===== config.mk =====
export PLATFORM = sky130hd
export DESIGN_NAME = mux_nlane_serial_flat
export DESIGN_NICKNAME = d
export VERILOG_FILES = /design/src/rtl/mux_nlane_serial_pkg.sv /design/src/rtl/mux_nlane_serial_if.sv /design/src/rtl/mux_nlane_serial_lane_pick.sv /design/src/rtl/mux_nlane_serial.sv /design/src/flat_wrapper.sv
export SDC_FILE = /design/constraint.sdc
export NUM_CORES = 1
export LEC_CHECK = 0
export BUFFER_PORTS_ARGS = -buffer_cell sky130_fd_sc_hd__buf_2
export CORE_AREA = 4 4 93 95
export DETAILED_ROUTE_END_ITERATION = 7
export DIE_AREA = 0 0 97 99
export SETUP_SLACK_MARGIN = 0.4
export SLEW_MARGIN = 20
export SYNTH_ARGS = -nofsm -noshare
export SYNTH_HDL_FRONTEND = slang
export SYNTH_SLANG_ARGS = --single-unit

===== constraint.sdc =====
create_clock -name clk8f -period 2.1 [get_ports clk8f]
set_input_delay 0.42 -clock clk8f [delete_from_list [all_inputs] [get_ports clk8f]]
set_output_delay 0.42 -clock clk8f [all_outputs]
set_load 0.1 [all_outputs]

===== src/rtl/mux_nlane_serial_pkg.sv =====
// mux_pkg: shared constants and helpers for the N-lane serialising mux.
//   clog2       - constant-evaluable ceil(log2(v)), v >= 1
//   DEF_WIDTH   - default data word width
//   DEF_LANES   - default lane count (also frame length in clk8f cycles)
//   LANE_IDX_W  - lane index width for the default lane count
package mux_pkg;

  function automatic int clog2(input int v);
    int r;
    r = 0;
    while ((1 << r) < v) r++;
    return r;
  endfunction

  localparam int DEF_WIDTH  = 8;
  localparam int DEF_LANES  = 4;
  localparam int LANE_IDX_W = clog2(DEF_LANES);

  typedef logic [LANE_IDX_W-1:0] lane_idx_t;

endpackage


===== src/rtl/mux_nlane_serial_if.sv =====
// Bus bundle for mux_nlane_serial.
//   master: drives data_in/valid_in/lane_en/pack, observes the serial side
//   slave : the mux; drives data_out/valid_out/lane_idx/frame_strobe/clk_div
interface mux_nlane_serial_if
  import mux_pkg::*;
#(
  parameter int WIDTH = DEF_WIDTH,
  parameter int LANES = DEF_LANES
);
  localparam int LW = clog2(LANES);

  logic [LANES*WIDTH-1:0] data_in;
  logic [LANES-1:0]       valid_in;
  logic [LANES-1:0]       lane_en;
  logic                   pack;
  logic [WIDTH-1:0]       data_out;
  logic                   valid_out;
  logic [LW-1:0]          lane_idx;
  logic                   frame_strobe;
  logic                   clk_div;

  modport master (
    output data_in, valid_in, lane_en, pack,
    input  data_out, valid_out, lane_idx, frame_strobe, clk_div
  );

  modport slave (
    input  data_in, valid_in, lane_en, pack,
    output data_out, valid_out, lane_idx, frame_strobe, clk_div
  );

endinterface


===== src/rtl/mux_nlane_serial_lane_pick.sv =====
// lane_pick: combinational priority encoder.
//   mask  - candidate lanes
//   start - lowest lane index eligible
//   found - some lane at or above start is set in mask
//   idx   - lowest such lane (0 when not found)
module lane_pick
  import mux_pkg::*;
#(
  parameter int LANES = DEF_LANES,
  localparam int LW   = clog2(LANES)
) (
  input  logic [LANES-1:0] mask,
  input  logic [LW-1:0]    start,
  output logic             found,
  output logic [LW-1:0]    idx
);

  // Scan downward so the last hit, i.e. the lowest index, wins.
  always_comb begin
    found = 1'b0;
    idx   = '0;
    for (int i = LANES - 1; i >= 0; i--) begin
      if (mask[i] && (LW'(i) >= start)) begin
        found = 1'b1;
        idx   = LW'(i);
      end
    end
  end

endmodule


===== src/rtl/mux_nlane_serial.sv =====
// mux_nlane_serial: LANES-to-1 interleaving mux on a single clk8f domain.
//   clk8f - fast clock, rising edge
//   reset - asynchronous, active-high
//   bus   - slave side of mux_nlane_serial_if:
//           data_in/valid_in/lane_en/pack sampled once per frame (capture edge),
//           data_out/valid_out/lane_idx one registered slot per cycle,
//           frame_strobe marks the cycle ending in the capture edge,
//           clk_div is the slot counter MSB (period LANES, 50 % duty).
// Fixed mode puts lane k in slot k; pack mode emits valid lanes in order,
// back to back, then idles the rest of the frame.
module mux_nlane_serial
  import mux_pkg::*;
#(
  parameter int             WIDTH     = DEF_WIDTH,
  parameter int             LANES     = DEF_LANES,
  parameter logic [WIDTH-1:0] IDLE_WORD = '0
) (
  input logic               clk8f,
  input logic               reset,
  mux_nlane_serial_if.slave bus
);

  localparam int LW = clog2(LANES);

  logic [LW-1:0]                cnt;
  logic [LANES-1:0][WIDTH-1:0]  shadow_data;
  logic [LANES-1:0]             shadow_valid;
  logic                         frame_pack;
  logic [LANES-1:0]             work_mask;
  logic [LW-1:0]                ptr;
  logic [WIDTH-1:0]             data_out_q;
  logic                         valid_out_q;
  logic [LW-1:0]                lane_idx_q;
  logic                         strobe;
  logic                         pick_found;
  logic [LW-1:0]                pick_idx;

  assign strobe = (cnt == LW'(LANES - 1));

  lane_pick #(.LANES(LANES)) u_pick (
    .mask  (work_mask),
    .start (ptr),
    .found (pick_found),
    .idx   (pick_idx)
  );

  // Slot k of the current frame is emitted on the edge where cnt == k. The
  // capture edge (cnt == LANES-1) both emits the last slot from the old
  // shadow and loads the new one; non-blocking updates keep them apart.
  always_ff @(posedge clk8f or posedge reset) begin
    if (reset) begin
      cnt          <= '0;
      shadow_data  <= '0;
      shadow_valid <= '0;
      frame_pack   <= 1'b0;
      work_mask    <= '0;
      ptr          <= '0;
      data_out_q   <= IDLE_WORD;
      valid_out_q  <= 1'b0;
      lane_idx_q   <= '0;
    end else begin
      cnt <= cnt + 1'b1;

      if (frame_pack) begin
        if (pick_found) begin
          data_out_q          <= shadow_data[pick_idx];
          valid_out_q         <= 1'b1;
          lane_idx_q          <= pick_idx;
          work_mask[pick_idx] <= 1'b0;
          ptr                 <= pick_idx + 1'b1;
        end else begin
          data_out_q  <= IDLE_WORD;
          valid_out_q <= 1'b0;
          lane_idx_q  <= '0;
        end
      end else begin
        data_out_q  <= shadow_valid[cnt] ? shadow_data[cnt] : IDLE_WORD;
        valid_out_q <= shadow_valid[cnt];
        lane_idx_q  <= cnt;
      end

      // Capture last so it overrides the pack-mode mask/pointer update.
      if (strobe) begin
        shadow_data  <= bus.data_in;
        shadow_valid <= bus.valid_in & bus.lane_en;
        frame_pack   <= bus.pack;
        work_mask    <= bus.valid_in & bus.lane_en;
        ptr          <= '0;
      end
    end
  end

  assign bus.data_out     = data_out_q;
  assign bus.valid_out    = valid_out_q;
  assign bus.lane_idx     = lane_idx_q;
  assign bus.frame_strobe = strobe;
  assign bus.clk_div      = cnt[LW-1];

endmodule

===== src/flat_wrapper.sv =====
// flat-port wrapper written by rule: the top's interface ports become plain ports
module mux_nlane_serial_flat import mux_pkg::*;
#(
  parameter int             WIDTH     = DEF_WIDTH,
  parameter int             LANES     = DEF_LANES,
  parameter logic [WIDTH-1:0] IDLE_WORD = '0
)
  (clk8f, reset, bus_data_in, bus_valid_in, bus_lane_en, bus_pack, bus_data_out, bus_valid_out, bus_lane_idx, bus_frame_strobe, bus_clk_div);
  mux_nlane_serial_if #(.WIDTH(WIDTH), .LANES(LANES)) bus_i ();
  input logic clk8f;
  input logic reset;
  input wire logic [$bits(bus_i.data_in)-1:0] bus_data_in;
  input wire logic [$bits(bus_i.valid_in)-1:0] bus_valid_in;
  input wire logic [$bits(bus_i.lane_en)-1:0] bus_lane_en;
  input wire logic [$bits(bus_i.pack)-1:0] bus_pack;
  output wire logic [$bits(bus_i.data_out)-1:0] bus_data_out;
  output wire logic [$bits(bus_i.valid_out)-1:0] bus_valid_out;
  output wire logic [$bits(bus_i.lane_idx)-1:0] bus_lane_idx;
  output wire logic [$bits(bus_i.frame_strobe)-1:0] bus_frame_strobe;
  output wire logic [$bits(bus_i.clk_div)-1:0] bus_clk_div;
  assign bus_i.data_in = bus_data_in;
  assign bus_i.valid_in = bus_valid_in;
  assign bus_i.lane_en = bus_lane_en;
  assign bus_i.pack = bus_pack;
  assign bus_data_out = bus_i.data_out;
  assign bus_valid_out = bus_i.valid_out;
  assign bus_lane_idx = bus_i.lane_idx;
  assign bus_frame_strobe = bus_i.frame_strobe;
  assign bus_clk_div = bus_i.clk_div;
  mux_nlane_serial #(.WIDTH(WIDTH), .LANES(LANES), .IDLE_WORD(IDLE_WORD)) u_core (.clk8f(clk8f), .reset(reset), .bus(bus_i));
endmodule

==> impl_metrics.csv, run 1 <==
group,metric,value,unit
status,status,"complete, no violations",
sta,slew_violations,0,
die,io_pins,56,
grt,grt_pass1_vias,1960,
grt,antenna_found_initial,0,
cells_and_area,layout_common_cells,"buf_2 (53), dfrtp_1 (53), mux2_4 (17)",
yosys,ys.flop_type,"dfrtp_1",
sta,post-route-period-util,0.799,
drt,wl_per_cell,17.2,um
min_path,hp-class,"input pin to asynchronous set/reset pin",
pwr,power_density,650,nW/um^2
drt,drtIter0Drc,152,
cts,max-clock-path-buffers,2,
cells_and_area,layout.area.seq,1410,sq um
yosys,synth-edff-count,0,
pwr,peakVddDrop,320,uV
cts,clk_pin_slew,100,ps
pwr,power.share.combinational,0.202,
drt,first_pass_iters,4,
cells_and_area,nets,311,
flow_run,maxCapViolCount,0,
cts,cts_buffers,5,
pwr,p_seq_frac,0.537,
cells_and_area,syn_to_final_growth,28.7,%
drt,routed_wirelength,6370,um
setup_path,criticalPathCategory,"flip-flop to flip-flop",
yosys,synth_cells,201,
cells_and_area,final_core_util,0.443,
pwr,switching_power,681,uW
sta,clock_skew,12.7,ps
yosys,ys_seq_area_frac,0.526,
cts,h-tree-depth,2,
sta,period_needed,1680,ps
cts,cts_tree,"yes",
yosys,avgSynthCellArea,13.2,sq um
yosys,synthArstFlopShare,1.00,
die,fp.dieH,99,um
pwr,sw_frac_of_total,0.306,
pwr,p_int,1.55,mW
sta,relSlewSlack,0.595,
cells_and_area,fill_cells,704,
die,rows,32,
yosys,synth_area_leaders,"dfrtp_1 (53%), mux2_2 (14%), mux4_1 (7.9%), a221o_1 (3.0%), a32oi_1 (2.6%)",
setup_path,critPathCaptureType,"flip-flop",
pwr,power_frac_clock,0.261,
yosys,ys_seq_elements,56,
sta,fmax,596,MHz
placed_design,dpl.hpwl,4350,um
setup_path,start_kind,"flip-flop",
setup_path,crit_fanout,8,
yosys,synth_top_area_cell,"dfrtp_1",
setup_path,arrival,1870,ps
die,die_w,97,um
yosys,yosys_warnings,0,
die,initial_utilization,0.345,
grt,grt_usage,0.135,
drt,drc,0,
placed_design,place.gp.congestion,0.768,
die,die-area,9600,sq um
placed_design,numPortBuffers,55,
yosys,syn_nets,245,
cts,hold_buffers,0,
cts,clock-root-buffer,"clkbuf_8",
die,core_area,7730,sq um
drt,vias,1908,
yosys,synth.distinct_cells,37,
drt,viasPerCell,5.16,
grt,overflow,0,
sta,rsz0062_at_grt,"yes",
yosys,synth_top_area_frac,0.526,
cells_and_area,post_route_cells_drive_above_1_share,0.515,
cells_and_area,n_antenna_cell,0,
yosys,netlist_area,2660,sq um
cts,clock_latency,310,ps
sta,fin_tns_setup,0,ps
drt,postRouteAntennaNets,0,
grt,grt_max_degree,32,
cells_and_area,multi_input_area,1270,sq um
sta,hold_viol,0,
pwr,power.leakage,1.53,nW
grt,grt_pass1_wl,10400,um
setup_path,required,2290,ps
sta,setup_violations,0,
sta,worstMarginPinSlew,606,ps
cts,cts_num_sinks,56,
==> power groups by stage <==
stage	logic [mW]	clock network, mW	registers (mW)
after floorplan	0.180	0	1.33
after global placement	0.422	0	1.21
after detailed placement	0.425	0	1.21
after CTS	0.427	0.607	1.19
after global routing	0.482	0.643	1.20
final	0.450	0.582	1.20
==> through the flow <==
stage / hold WS, ps / cell area (sq um) / total power, mW / instances / setup slack [ps]
final: 167 / 3430 / 2.23 / 370 / 422
after CTS: 173 / 3330 / 2.23 / 364 / 399
after floorplan: 482 / 2830 / 1.51 / 201 / 187
after detailed placement: 504 / 3200 / 1.64 / 354 / 349
after global placement: 503 / 3200 / 1.63 / 354 / 398
after global routing: 208 / 3430 / 2.33 / 370 / 346
==> kinds of logic (layout without fill, tap and decap cells) <==
family | count (synthesis) | count (layout) | share of synthesized area
AOI/OAI and AO/OA | 43 | 43 | 0.120
adders and majority gates | 1 | 1 | 0.00470
buffers and inverters | 26 | 93 | 0.0484
DFF | 56 | 56 | 0.526
muxes | 43 | 43 | 0.231
and+or+nand+nor | 32 | 32 | 0.0700
==> Yosys cell counts (3+ instances only) <==
cell type and instances:
inv_1 10, mux4_1 8, a221o_1 8, nand3_1 13, nand2_1 4, nor2b_1 4, dfrtp_1 56, a21oi_1 10
buf_2 4, a32oi_1 8, buf_6 3, o21ai_0 6, mux2_2 33, clkbuf_1 6
==> path summary, 6_finish.rpt <==
path / from / endpoint / slack, ps / depth (start not counted)
max in group asynchronous: reset / u_core.cnt[1]$_DFF_PP0_ / 1400 / 3
min in group clk8f: bus_data_in[31] / u_core.shadow_data[31]$_DFFE_PP0P_ / 330 / 2
hold reg to reg: u_core.shadow_valid[2]$_DFFE_PP0P_ / u_core.shadow_valid[2]$_DFFE_PP0P_ / 520 / 2
setup reg to reg: u_core.ptr[0]$_DFFE_PP0P_ / u_core.bus.data_out[2]$_DFF_PP0_ / 420 / 6
hold / removal: reset / u_core.frame_pack$_DFFE_PP0P_ / 170 / 2
setup / recovery: u_core.ptr[0]$_DFFE_PP0P_ / u_core.bus.data_out[2]$_DFF_PP0_ / 420 / 6
==> cell type report <==
class	instances	share of cell area
Clock buffer	6	0.0212
Clock inverter	2	0.00365
Inverter	11	0.0131
Multi-Input combinational cell	119	0.372
Sequential cell	56	0.410
Tap cell	102	0.0373
Timing Repair Buffer	74	0.142
==> registers in the layout, indices dropped and copies added (netlist names) <==
name and cells:
u_core.bus.data_out 8, u_core.bus.lane_idx 2, u_core.bus.valid_out 1, u_core.cnt 2
u_core.frame_pack 1, u_core.ptr 2, u_core.shadow_data 32, u_core.shadow_valid 4
u_core.work_mask 4
==> routing by layer <==
metal,wire [um],vias to the layer above,share of wire,GRT usage
met4,133,0,0.021,0.0518
met3,325,11,0.051,0.0354
met2,3050,59,0.48,0.209
li1,-,893,-,-
met5,0,-,0,0
met1,2860,945,0.45,0.182
==> worst max-delay path, stage by stage, from the launching register on <==
cell      delay, ps
dfrtp_2         480
a21boi_4         90
or2_1           260
o21ai_2         190
nor2b_2          70
buf_6           140
a221o_1         320
==> repair_timing <==
item	4_1_cts	5_1_grt
pin swaps	1	11
gates resized for setup	5	12
buffers inserted	2	6
endpoints found under the setup margin	17	21
No activity file was read; power rests on OpenSTA's default activity.
==> run 2, diff against run 1 <==
clock period = 1.6 ns   (was 2.1 ns; I/O delays follow)
==> impl_metrics.csv, run 2 (same netlist as run 1, synthesis figures left out) <==
group,metric,value,unit
placed_design,numPortBuffers,55,
drt,vias,2046,
sta,rsz0062_at_grt,"yes",
cells_and_area,layout_common_cells,"buf_2 (42), dfrtp_1 (41), mux2_4 (33)",
cts,clock_latency,320,ps
grt,antenna_found_initial,0,
setup_path,arrival,1830,ps
status,violations,"negative setup slack",
cells_and_area,syn_to_final_growth,49.4,%
cells_and_area,post_route_cells_drive_above_1_share,0.613,
drt,routed_wirelength,7330,um
drt,drc,0,
cts,cts_tree,"yes",
sta,fin_ws,-22.7,ps
die,die_w,97,um
cts,cts_buffers,5,
pwr,power.leakage,1.74,nW
sta,setup_violations,8,
grt,grt_max_degree,25,
sta,worstMarginPinSlew,469,ps
setup_path,r2r_cells,4,
drt,wl_per_cell,19.0,um
cells_and_area,fin_cells,386,
grt,grt_usage,0.156,
cells_and_area,nets,327,
die,die-area,9600,sq um
drt,postRouteAntennaNets,0,
drt,first_pass_iters,4,
cells_and_area,largest_reg_flops,32,
grt,overflow,0,
sta,hold_viol,0,
placed_design,dpl.hpwl,4560,um
setup_path,worstReg2RegStart,"u_core.cnt[0]$_DFF_PP0_",
die,initial_utilization,0.345,
pwr,power_density,848,nW/um^2
cts,clk_pin_slew,100,ps
min_path,hp-class,"input pin to asynchronous set/reset pin",
cells_and_area,top_register,"u_core.shadow_data",
setup_path,path_cells,"buf_6 > mux4_2 > nor2b_4 > a221o_1",
sta,fmax,616,MHz
cells_and_area,layout_commonest_cell,"buf_2",
drt,viasPerCell,5.30,
setup_path,required,1810,ps
setup_path,criticalPathCategory,"flip-flop to flip-flop",
placed_design,dp.cells,361,
setup_path,start_kind,"flip-flop",
cts,cts_num_sinks,56,
grt,grt_pass1_vias,2107,
sta,post-route-period-util,1.01,
die,fp.dieH,99,um
setup_path,critPathCaptureType,"flip-flop",
setup_path,path_buf_inv,1,
sta,period_needed,1620,ps
cells_and_area,n_antenna_cell,0,
setup_path,crit_slowest_cell,"mux4_2",
cts,max-clock-path-buffers,2,
cells_and_area,fin_area,3980,sq um
status,status,"finished with violations",
setup_path,cpPeakStageDelay,490,ps
drt,drtIter0Drc,89,
grt,grt_pass1_wl,11900,um
sta,slew_violations,0,
setup_path,timing.rr.end,"u_core.bus.data_out[3]$_DFF_PP0_",
setup_path,rrSetupSlack,-20,ps
die,io_pins,56,
sta,relSlewSlack,0.687,
flow_run,maxCapViolCount,0,
setup_path,crit_fanout,9,
cts,h-tree-depth,2,
sta,clock_skew,4.62,ps
placed_design,place.gp.congestion,0.789,
pwr,peakVddDrop,472,uV
cts,clock-root-buffer,"clkbuf_8",
placed_design,placed_area,3310,sq um
die,rows,32,
setup_path,critPathTopFamily,"multiplexers",
die,core_area,7730,sq um
==> run 2: cell count changes in the layout (fill, tap and decap cells not counted), sizes merged <==
cell / before / now
buf: 73 / 88
bufinv: 0 / 1
o21ai: 10 / 12
clkinvlp: 2 / 1
clkinv: 1 / 0
==> run 2: cell type report <==
cell class	instances	area [sq um]
clock buffer	7	96.3
clock inverter	1	30.0
fill	680	3750
sequential	56	1420
timing repair buffer	88	835
tap	102	128
inverter	11	45.0
multi-input combinational	121	1420
==> run 2: how the worst max path moves through the flow <==
| stage | slack (ps) | start | endpoint | depth (start not counted) |
|---|---|---|---|---|
| global placement | -80 | u_core.work_mask[2]$_DFFE_PP0P_ | u_core.bus.data_out[7]$_DFF_PP0_ | 5 |
| floorplan | -310 | u_core.cnt[1]$_DFF_PP0_ | u_core.shadow_data[10]$_DFFE_PP0P_ | 4 |
| global route | -70 | u_core.ptr[1]$_DFFE_PP0P_ | u_core.bus.data_out[7]$_DFF_PP0_ | 6 |
| detailed placement | -170 | u_core.ptr[0]$_DFFE_PP0P_ | u_core.bus.data_out[5]$_DFF_PP0_ | 5 |
| finish | -20 | u_core.cnt[0]$_DFF_PP0_ | u_core.bus.data_out[3]$_DFF_PP0_ | 4 |
| CTS | -6 | u_core.ptr[0]$_DFFE_PP0P_ | u_core.bus.data_out[3]$_DFF_PP0_ | 6 |
==> run 2: routing by layer <==
layer  up-vias  share of wire  global-route usage
met3        15          0.043              0.0326
li1        930              -                   -
met2        62           0.48               0.245
met1      1039           0.46               0.216
met5         -              0                   0
met4         0          0.020              0.0486
==> run 2: where the power goes <==
group          switching [mW]  total, mW  internal, mW
registers              0.0846       1.59          1.50
logic                   0.410      0.757         0.348
clock network           0.474       1.03         0.553
total                   0.968       3.37          2.40
==> run 2: worst reg2reg max path: cells and delay by family, from the launching register on <==
| family | cells | cell delay [ps] |
|---|---|---|
| multiplexers | 1 | 490 |
| AND/OR/NAND/NOR | 1 | 190 |
| AO/OA/AOI/OAI | 1 | 310 |
| flip-flops | 1 | 420 |
| buffers and inverters | 1 | 120 |
==> run 2: per-stage QoR <==
step / worst slack, ps / utilization / hold slack [ps] / total power, mW / TNS [ps]
after global routing: -65.8 / 0.515 / 39.7 / 3.50 / -477
final: -22.7 / 0.515 / 6.40 / 3.37 / -112
after floorplan: -313 / - / 400 / 2.00 / -12380
after global placement: -83.0 / 0.429 / 364 / 2.17 / -622
after CTS: -5.78 / 0.502 / 19.6 / 3.34 / -10.3
after detailed placement: -174 / 0.429 / 360 / 2.18 / -1330
==> run 2: timing repair <==
| action | in CTS | in global routing |
|---|---|---|
| endpoints found under the setup margin | 66 | 67 |
| pin swaps | 14 | 6 |
| hold buffers | 0 | 0 |
| cloned | 3 | 1 |
| resized for setup | 83 | 12 |
| buffers inserted | 9 | 4 |
==> run 3, diff against run 2 <==
CORE_AREA = 4 4 88 90   (was 4 4 93 95)
DIE_AREA = 0 0 92 94   (was 0 0 97 99)
==> impl_metrics.csv, run 3 (same netlist as run 1, synthesis figures left out) <==
group,metric,value,unit
sta,relSlewSlack,0.657,
die,die_w,92,um
grt,overflow,0,
setup_path,required,1790,ps
setup_path,crit_fanout,5,
cts,hold_buffers,0,
pwr,power.leakage,1.80,nW
sta,worstMarginPinSlew,511,ps
status,status,"finished with violations",
sta,slew_violations,0,
placed_design,dpl_worst_slack,-226,ps
cts,max-clock-path-buffers,2,
cells_and_area,nets,339,
cells_and_area,largest_reg_flops,32,
drt,routed_wirelength,7720,um
placed_design,dpl.hpwl,4250,um
drt,vias,2083,
cts,cts_buffers,5,
drt,drc,0,
cells_and_area,syn_to_final_growth,56.0,%
cts,clk_pin_slew,100,ps
die,rows,31,
drt,drtIter0Drc,119,
placed_design,dp.cells,355,
drt,first_pass_iters,4,
grt,grt_max_degree,57,
die,core_area,7060,sq um
setup_path,start_kind,"flip-flop",
cells_and_area,post_route_cells_drive_above_1_share,0.652,
sta,holdWs,72.9,ps
die,initial_utilization,0.377,
setup_path,arrival,1870,ps
min_path,hp-class,"input pin to asynchronous set/reset pin",
grt,grt_usage,0.164,
sta,setup_violations,10,
drt,wl_met3,486,um
sta,rsz0062_at_grt,"yes",
drt,top_layer,"met4",
cells_and_area,top_register,"u_core.shadow_data",
pwr,power_density,819,nW/um^2
cells_and_area,n_antenna_cell,0,
grt,grt_pass1_vias,2095,
drt,viasPerCell,5.27,
status,violations,"negative setup slack",
sta,fin_tns_setup,-548,ps
drt,wl_met1,3150,um
placed_design,place.gp.congestion,0.820,
placed_design,numPortBuffers,55,
pwr,finalPower,3.40,mW
sta,fin_ws,-80.9,ps
cells_and_area,layout_commonest_cell,"buf_2",
grt,antenna_found_initial,0,
cts,cts_tree,"yes",
cells_and_area,layout_common_cells,"buf_2 (42), dfrtp_1 (41), mux2_4 (33)",
sta,clock_skew,11.2,ps
pwr,peakVddDrop,459,uV
drt,postRouteAntennaNets,0,
setup_path,critPathCaptureType,"flip-flop",
sta,period_needed,1680,ps
setup_path,criticalPathCategory,"flip-flop to flip-flop",
die,io_pins,56,
sta,hold_viol,0,
cts,clock-root-buffer,"clkbuf_8",
sta,fmax,595,MHz
drt,met2WireLength,3980,um
flow_run,maxCapViolCount,0,
die,die-area,8650,sq um
cts,clock_latency,310,ps
drt,wl_per_cell,19.5,um
cells_and_area,fin_cells,395,
die,fp.dieH,94,um
sta,post-route-period-util,1.05,
cts,h-tree-depth,2,
grt,grt_pass1_wl,11000,um
cts,cts_num_sinks,56,
## run 3: power by group
part           internal [mW]  switching (mW)  total (mW)
registers               1.50          0.0837        1.59
clock network          0.553           0.464        1.02
logic                  0.373           0.425       0.798
total                   2.43           0.973        3.40
## run 3: per-layer routing
| metal | GRT usage | up-vias |
|---|---|---|
| met5 | 0 | - |
| met4 | 0.0545 | 0 |
| met1 | 0.209 | 1055 |
| met2 | 0.279 | 73 |
| li1 | - | 946 |
| met3 | 0.0353 | 9 |
## run 3: layout make-up
| class | instances | area [sq um] |
|---|---|---|
| timing repair buffer | 99 | 1030 |
| clock inverter | 1 | 30.0 |
| inverter | 11 | 45.0 |
| sequential | 56 | 1420 |
| fill | 593 | 2910 |
| multi-input combinational | 122 | 1410 |
| clock buffer | 7 | 96.3 |
| tap | 99 | 124 |
## run 3: per-stage QoR
step,util,area (sq um)
global placement,0.466,3290
finish,0.588,4150
floorplan,-,2860
global route,0.588,4150
detailed placement,0.466,3290
CTS,0.543,3830
## run 3: critical path, stage by stage, from the launching register on
cell and delay [ps]:
dfrtp_2 470, buf_4 170, inv_2 180, o21ai_4 150
a32oi_1 230, a21oi_1 100, a221o_1 270
## run 3: final timing paths
path / from / endpoint / slack [ps] / cells after the start
max reg2reg: u_core.ptr[1]$_DFFE_PP0P_ / u_core.bus.data_out[5]$_DFF_PP0_ / -80 / 6
min reg2reg: u_core.shadow_valid[0]$_DFFE_PP0P_ / u_core.shadow_valid[0]$_DFFE_PP0P_ / 520 / 2
min in group clk8f: bus_data_in[1] / u_core.shadow_data[1]$_DFFE_PP0P_ / 230 / 2
max in group asynchronous: reset / u_core.bus.data_out[5]$_DFF_PP0_ / 1270 / 3
min: reset / u_core.shadow_data[4]$_DFFE_PP0P_ / 70 / 3
max: u_core.ptr[1]$_DFFE_PP0P_ / u_core.bus.data_out[5]$_DFF_PP0_ / -80 / 6
## run 3: repair_timing
action,CTS,global route
resized for setup,72,46
pin swaps,5,8
hold endpoints to repair,0,0
gates cloned,3,5
endpoints found under the setup margin,67,67
buffers inserted,14,10
